<file path="config.mk">
export PLATFORM = sky130hd
export DESIGN_NAME = lcd_driver
export DESIGN_NICKNAME = d
export VERILOG_FILES = /design/src/rtl/lcd_timing_pkg.sv /design/src/rtl/lcd_driver.sv
export SDC_FILE = /design/constraint.sdc
export NUM_CORES = 1
export LEC_CHECK = 0
export ABC_CLOCK_PERIOD_IN_PS = 2300
export CORE_UTILIZATION = 40
export CTS_CLUSTER_DIAMETER = 150
export DETAILED_ROUTE_END_ITERATION = 7
export GPL_ROUTABILITY_DRIVEN = 0
export GPL_TIMING_DRIVEN = 0
export PLACE_DENSITY_LB_ADDON = 0.15
export SLEW_MARGIN = 5
export SYNTH_ARGS = -nofsm -noshare
export SYNTH_HDL_FRONTEND = slang
export SYNTH_SLANG_ARGS = --single-unit
export TNS_END_PERCENT = 5
</file>
<file path="constraint.sdc">
create_clock -name lcd_pclk -period 2.3 [get_ports lcd_pclk]
set_input_delay 0.46 -clock lcd_pclk [delete_from_list [all_inputs] [get_ports lcd_pclk]]
set_output_delay 0.46 -clock lcd_pclk [all_outputs]
set_load 0.005 [all_outputs]
</file>
<file path="src/rtl/lcd_timing_pkg.sv">
// lcd_timing_pkg
//   Default 800x480 RGB panel timing shared by the LCD front end.
//   Other panel sizes reuse these names and override the driver parameters.
//   Contents: H_*/V_* porch/sync/active defaults, derived totals,
//   counter width and RGB bus width.
package lcd_timing_pkg;

  localparam int CNT_W   = 11;
  localparam int CNT_MAX = (1 << CNT_W) - 1;
  localparam int RGB_W   = 24;

  localparam int LCD_H_SYNC  = 128;
  localparam int LCD_H_BACK  = 88;
  localparam int LCD_H_DISP  = 800;
  localparam int LCD_H_FRONT = 40;

  localparam int LCD_V_SYNC  = 2;
  localparam int LCD_V_BACK  = 33;
  localparam int LCD_V_DISP  = 480;
  localparam int LCD_V_FRONT = 10;

  localparam int LCD_H_TOTAL = LCD_H_SYNC + LCD_H_BACK + LCD_H_DISP + LCD_H_FRONT;
  localparam int LCD_V_TOTAL = LCD_V_SYNC + LCD_V_BACK + LCD_V_DISP + LCD_V_FRONT;

  localparam logic LCD_SYNC_ACT = 1'b0;

endpackage

</file>
<file path="src/rtl/lcd_driver.sv">
// lcd_driver
//   Timing generator and pixel-fetch front end for an RGB LCD panel.
//   Free-running h/v counters produce sync, data-enable and the pixel
//   coordinates handed to lcd_display one cycle ahead of lcd_de, so the
//   registered colour that comes back lines up with lcd_de.
//
//   Ports
//     lcd_pclk     in   pixel clock
//     sys_rst_n    in   synchronous active-low reset
//     disp_en      in   display enable, latched once per frame
//     pixel_data   in   colour from lcd_display, 1 cycle after the request
//     pixel_xpos   out  requested column (0 outside the request window)
//     pixel_ypos   out  requested row    (0 outside the request window)
//     data_req     out  pixel_xpos/pixel_ypos valid this cycle
//     lcd_hs       out  horizontal sync
//     lcd_vs       out  vertical sync
//     lcd_de       out  data enable
//     lcd_rgb      out  panel colour bus (0 when lcd_de is low)
//     frame_start  out  one-cycle pulse per frame
module lcd_driver
  import lcd_timing_pkg::*;
#(
  parameter int   H_SYNC   = LCD_H_SYNC,
  parameter int   H_BACK   = LCD_H_BACK,
  parameter int   H_DISP   = LCD_H_DISP,
  parameter int   H_FRONT  = LCD_H_FRONT,
  parameter int   V_SYNC   = LCD_V_SYNC,
  parameter int   V_BACK   = LCD_V_BACK,
  parameter int   V_DISP   = LCD_V_DISP,
  parameter int   V_FRONT  = LCD_V_FRONT,
  parameter logic SYNC_ACT = LCD_SYNC_ACT
) (
  input  logic             lcd_pclk,
  input  logic             sys_rst_n,
  input  logic             disp_en,
  input  logic [RGB_W-1:0] pixel_data,
  output logic [CNT_W-1:0] pixel_xpos,
  output logic [CNT_W-1:0] pixel_ypos,
  output logic             data_req,
  output logic             lcd_hs,
  output logic             lcd_vs,
  output logic             lcd_de,
  output logic [RGB_W-1:0] lcd_rgb,
  output logic             frame_start
);

  localparam int H_TOTAL = H_SYNC + H_BACK + H_DISP + H_FRONT;
  localparam int V_TOTAL = V_SYNC + V_BACK + V_DISP + V_FRONT;

  generate
    if (H_TOTAL > CNT_MAX || V_TOTAL > CNT_MAX) begin : g_total_check
      $error("lcd_driver: H_TOTAL or V_TOTAL does not fit the 11-bit counters");
    end
  endgenerate

  localparam logic [CNT_W-1:0] H_MAX    = CNT_W'(H_TOTAL - 1);
  localparam logic [CNT_W-1:0] V_MAX    = CNT_W'(V_TOTAL - 1);
  localparam logic [CNT_W-1:0] H_SYNC_W = CNT_W'(H_SYNC);
  localparam logic [CNT_W-1:0] V_SYNC_W = CNT_W'(V_SYNC);
  // Horizontal window starts one pixel early so the registered colour from
  // lcd_display arrives together with the registered lcd_de.
  localparam logic [CNT_W-1:0] H_REQ_LO = CNT_W'(H_SYNC + H_BACK - 1);
  localparam logic [CNT_W-1:0] H_REQ_HI = CNT_W'(H_SYNC + H_BACK + H_DISP - 1);
  localparam logic [CNT_W-1:0] V_REQ_LO = CNT_W'(V_SYNC + V_BACK);
  localparam logic [CNT_W-1:0] V_REQ_HI = CNT_W'(V_SYNC + V_BACK + V_DISP);

  logic [CNT_W-1:0] h_cnt;
  logic [CNT_W-1:0] v_cnt;
  logic             en_q;
  logic             req_c;
  logic             frame_origin;

  assign frame_origin = (h_cnt == '0) && (v_cnt == '0);

  assign req_c = en_q &&
                 (v_cnt >= V_REQ_LO) && (v_cnt < V_REQ_HI) &&
                 (h_cnt >= H_REQ_LO) && (h_cnt < H_REQ_HI);

  always_comb begin
    data_req   = req_c;
    pixel_xpos = '0;
    pixel_ypos = '0;
    if (req_c) begin
      pixel_xpos = h_cnt - H_REQ_LO;
      pixel_ypos = v_cnt - V_REQ_LO;
    end
  end

  always_ff @(posedge lcd_pclk) begin
    if (!sys_rst_n) begin
      h_cnt       <= '0;
      v_cnt       <= '0;
      en_q        <= 1'b0;
      lcd_de      <= 1'b0;
      lcd_hs      <= ~SYNC_ACT;
      lcd_vs      <= ~SYNC_ACT;
      frame_start <= 1'b0;
    end else begin
      if (h_cnt == H_MAX) begin
        h_cnt <= '0;
        v_cnt <= (v_cnt == V_MAX) ? '0 : v_cnt + 1'b1;
      end else begin
        h_cnt <= h_cnt + 1'b1;
      end

      // Enable only changes at the frame boundary so a frame is never torn.
      if (frame_origin) begin
        en_q <= disp_en;
      end

      lcd_de      <= req_c;
      lcd_hs      <= (h_cnt < H_SYNC_W) ? SYNC_ACT : ~SYNC_ACT;
      lcd_vs      <= (v_cnt < V_SYNC_W) ? SYNC_ACT : ~SYNC_ACT;
      frame_start <= frame_origin;
    end
  end

  assign lcd_rgb = lcd_de ? pixel_data : '0;

endmodule
</file>
==> reports/results.tsv <==
stage	metric	value	unit
worst_setup_path	crit path DAT	2.10	ns
grt	vias in the first global route	2144	
routing	initial DRC count	149	
pwr	clock share of power	32.3	%
die	Ports	78	
layout	Final nets	398	
layout	n_diodes	0	
worst_setup_path	CP endpoint kind	output port	
timing	Worst Tran Pin Value	0.585	ns
routing	routed via count	2356	
synthesis	Synth Cell Area	2060	µm²
synthesis	Synth top area share	26.3	%
synthesis	Yosys top cell by area	dfxtp_1	
worst_hold_path	Hold Startpoint	en_q	
worst_setup_path	Crit Path Max Fanout	5	
layout	Final Core Density	67.5	%
layout	share of cells above drive strength 1	27.9	%
place	post-DP HPWL	4.38	mm
synthesis	Cell variety after synth	47	
pwr	Pint	664	µW
pwr	combinational group share of total power	11.9	%
routing	DRC	0	
timing	Hold Slack	0.570	ns
worst_hold_path	Worst Hold End	en_q	
synthesis	EDFF count, synth	0	
worst_hold_path	Hold Crit Class	reg -> reg	
grt	largest net degree at the start of global routing	15	
clock_network	deepest clock path buffer count	2	
synthesis	synthesized netlist net count	302	
routing	total wire length	6.60	mm
layout	fin cells	433	
timing	Clock Skew	0.00837	ns
pwr	Static Leakage	0.00126	µW
worst_setup_path	Critical Path RT	1.84	ns
timing	Hold Vio Cnt, Final	0	
synthesis	Async S/R FF share, synth	0	%
timing	Slew Limit Headroom	60.7	%
timing	Max Transition Viols Final	0	
worst_setup_path	startpoint types	flop	
routing	TritonRoute pass-1 iters	4	
grt	total global-route track usage	24.1	%
grt	initial antenna violation count	0	
worst_setup_path	WS Path Type	reg -> out	
outcome	run status	complete, but fails checks	
die	Core Area	4850	µm²
place	placed cells	415	
layout	area of the multi-input gates	1520	µm²
synthesis	Syn Inst Count	271	
clock_network	# hold bufs at CTS	0	
grt	GR Overflow Total	0	
synthesis	Main synth FF type	dfxtp_1	
grt	first-pass GRT wire length	10.2	mm
place	port bufs	77	
die	die width	73.7	µm
pwr	Seq pwr share	55.8	%
clock_network	# clock sinks	27	
clock_network	CTS H-Tree Depth	1	
worst_setup_path	Critical R2R Launch	h_cnt[9]	
worst_setup_path	reg2reg path depth	5	
timing	RSZ-0062 raised after global routing	true	
job	max-cap violation count	0	
clock_network	clock latency on the worst-skew pair	0.28	ns
clock_network	clk slew on worst S/H paths	0.09	ns
timing	min setup slack post-route	-0.256	ns
synthesis	Seq cells post-synth	27	
worst_setup_path	Reg2Reg Setup Slack	0.24	ns
die	die area	5440	µm²
layout	Reg area	551	µm²
clock_network	root buffer cell	clkbuf_8	
routing	vias per cell	5.44	
routing	WL/cell	15.2	µm
clock_network	Num CTS Buffers	3	
timing	setup violators final	23	
timing	final worst path period share	111	%
outcome	failing checks	negative setup slack	
synthesis	top cells by area, synth	dfxtp_1, and2_1, xnor2_1, nor3_1, nand4_1	
layout	P&R area growth vs syn	59.1	%
pwr	sw power	205	µW
timing	Final min period	2.56	ns
routing	Routed Antenna Nets	0	
clock_network	CTS tree	built	
die	Die Y-Extent	73.7	µm
pwr	pwr dens	265	nW/µm²
worst_hold_path	WHS Path Cells	2	
synthesis	Synth Warn #	0	
pwr	switching share of power	23.6	%
timing	fmax	391	MHz
synthesis	sequential area share after synthesis	26.3	%
die	Rows	25	
place	dpl ws	-0.786	ns
synthesis	post-synthesis area per instance	7.59	µm²
pwr	peak supply drop	0.225	mV
timing	setup TNS	-4.82	ns
layout	fillcell total	400	
die	Starting Density	42.5	%
worst_setup_path	reg-to-reg endpoint	v_cnt[9]	
-- worst max-delay path by stage --
stage	endpoint	cells after the start	from	slack, ns
after floorplan	pixel_xpos[2]	6	v_cnt[6]	0.12
after global placement	pixel_xpos[5]	7	v_cnt[6]	-0.75
after detailed placement	pixel_xpos[0]	7	v_cnt[6]	-0.79
after CTS	pixel_ypos[3]	8	v_cnt[0]	-0.23
after global routing	pixel_ypos[7]	8	v_cnt[0]	-0.32
final	pixel_ypos[7]	8	v_cnt[0]	-0.26
-- cell usage after synthesis, types with 8 or more instances --
cell type  number
nand4_1        15
nor2_1         21
nor3_1         26
o21ai_0        11
nand3_1         8
clkbuf_1       16
xnor2_1        15
a21oi_1        15
nand2_1        12
inv_1          11
and2_1         24
dfxtp_1        27
-- what timing repair did --
item	CTS	global route
setup endpoints to repair	23	33
resized for setup	149	19
gates cloned	1	0
pin swaps	12	3
setup buffers	16	0
-- area by class of cell --
class | instances | area share (%)
multi-input cells | 207 | 46.4
repair buffers | 94 | 25.2
clock buffers | 4 | 1.38
inverters | 11 | 1.26
flip-flops and latches | 27 | 16.8
well taps | 67 | 2.56
plain buffers | 23 | 6.46
-- through the flow --
stage	cell area, µm²	power (µW)
6_report	3270	869
3_5_place_dp	2910	589
3_3_place_gp	2910	587
4_1_cts	3240	863
5_1_grt	3270	903
2_1_floorplan	2060	528
-- registers in the layout, summed over array words and instances (netlist names) --
name,count
lcd_de,1
h_cnt,11
en_q,1
lcd_hs,1
frame_start,1
lcd_vs,1
v_cnt,11
-- power by group through the flow --
| stage | Combinational (µW) | Sequential, µW | Clock, µW |
|---|---|---|---|
| 2_1_floorplan | 34.7 | 493 | 0 |
| 3_3_place_gp | 93.7 | 494 | 0 |
| 3_5_place_dp | 94.8 | 494 | 0 |
| 4_1_cts | 97.0 | 482 | 283 |
| 5_1_grt | 112 | 486 | 305 |
| 6_report | 104 | 485 | 280 |
-- worst max-delay path: stages (launching register included) --
cell       delay [ns]
dfxtp_2          0.35
buf_8            0.12
a2111o_1         0.41
a21boi_2         0.19
a221o_2          0.29
buf_6            0.15
clkbuf_16        0.14
nor3_2           0.04
buf_2            0.13
-- placed cells by master (no fill, tap or decap), types with 4 or more instances in the layout --
master and instances:
a21oi_1 13, and2_1 24, and3_1 7, buf_2 18, buf_4 13, buf_6 8, clkbuf_1 8, clkbuf_2 4
clkbuf_8 9, clkdlybuf4s50_1 54, dfxtp_1 21, dfxtp_2 5, inv_1 11, nand2_1 12, nand3_1 8, nand4_1 15
nor2_1 18, nor3_1 9, nor3_2 15, o21ai_0 11, or3_1 7, xnor2_1 15, xor2_1 6
-- metal layers --
metal  vias up  track usage, %  wire length (µm)
met3        16            4.12               606
met5         -               0                 0
li1       1153               -                 -
met1      1071            30.2              2680
met2       116            41.3              3150
met4         0            8.76               161
-- kinds of logic after synthesis --
logic type | count (synthesis) | synth area share [%]
and+or+nand+nor | 137 | 37.2
AOI/OAI and AO/OA | 44 | 13.1
xor gates and xnor gates | 21 | 8.94
muxes | 1 | 0.486
DFF | 27 | 26.3
buffers and inverters | 37 | 11.6
adders and majority gates | 4 | 2.43
No activity file was read; power rests on OpenSTA's default activity.
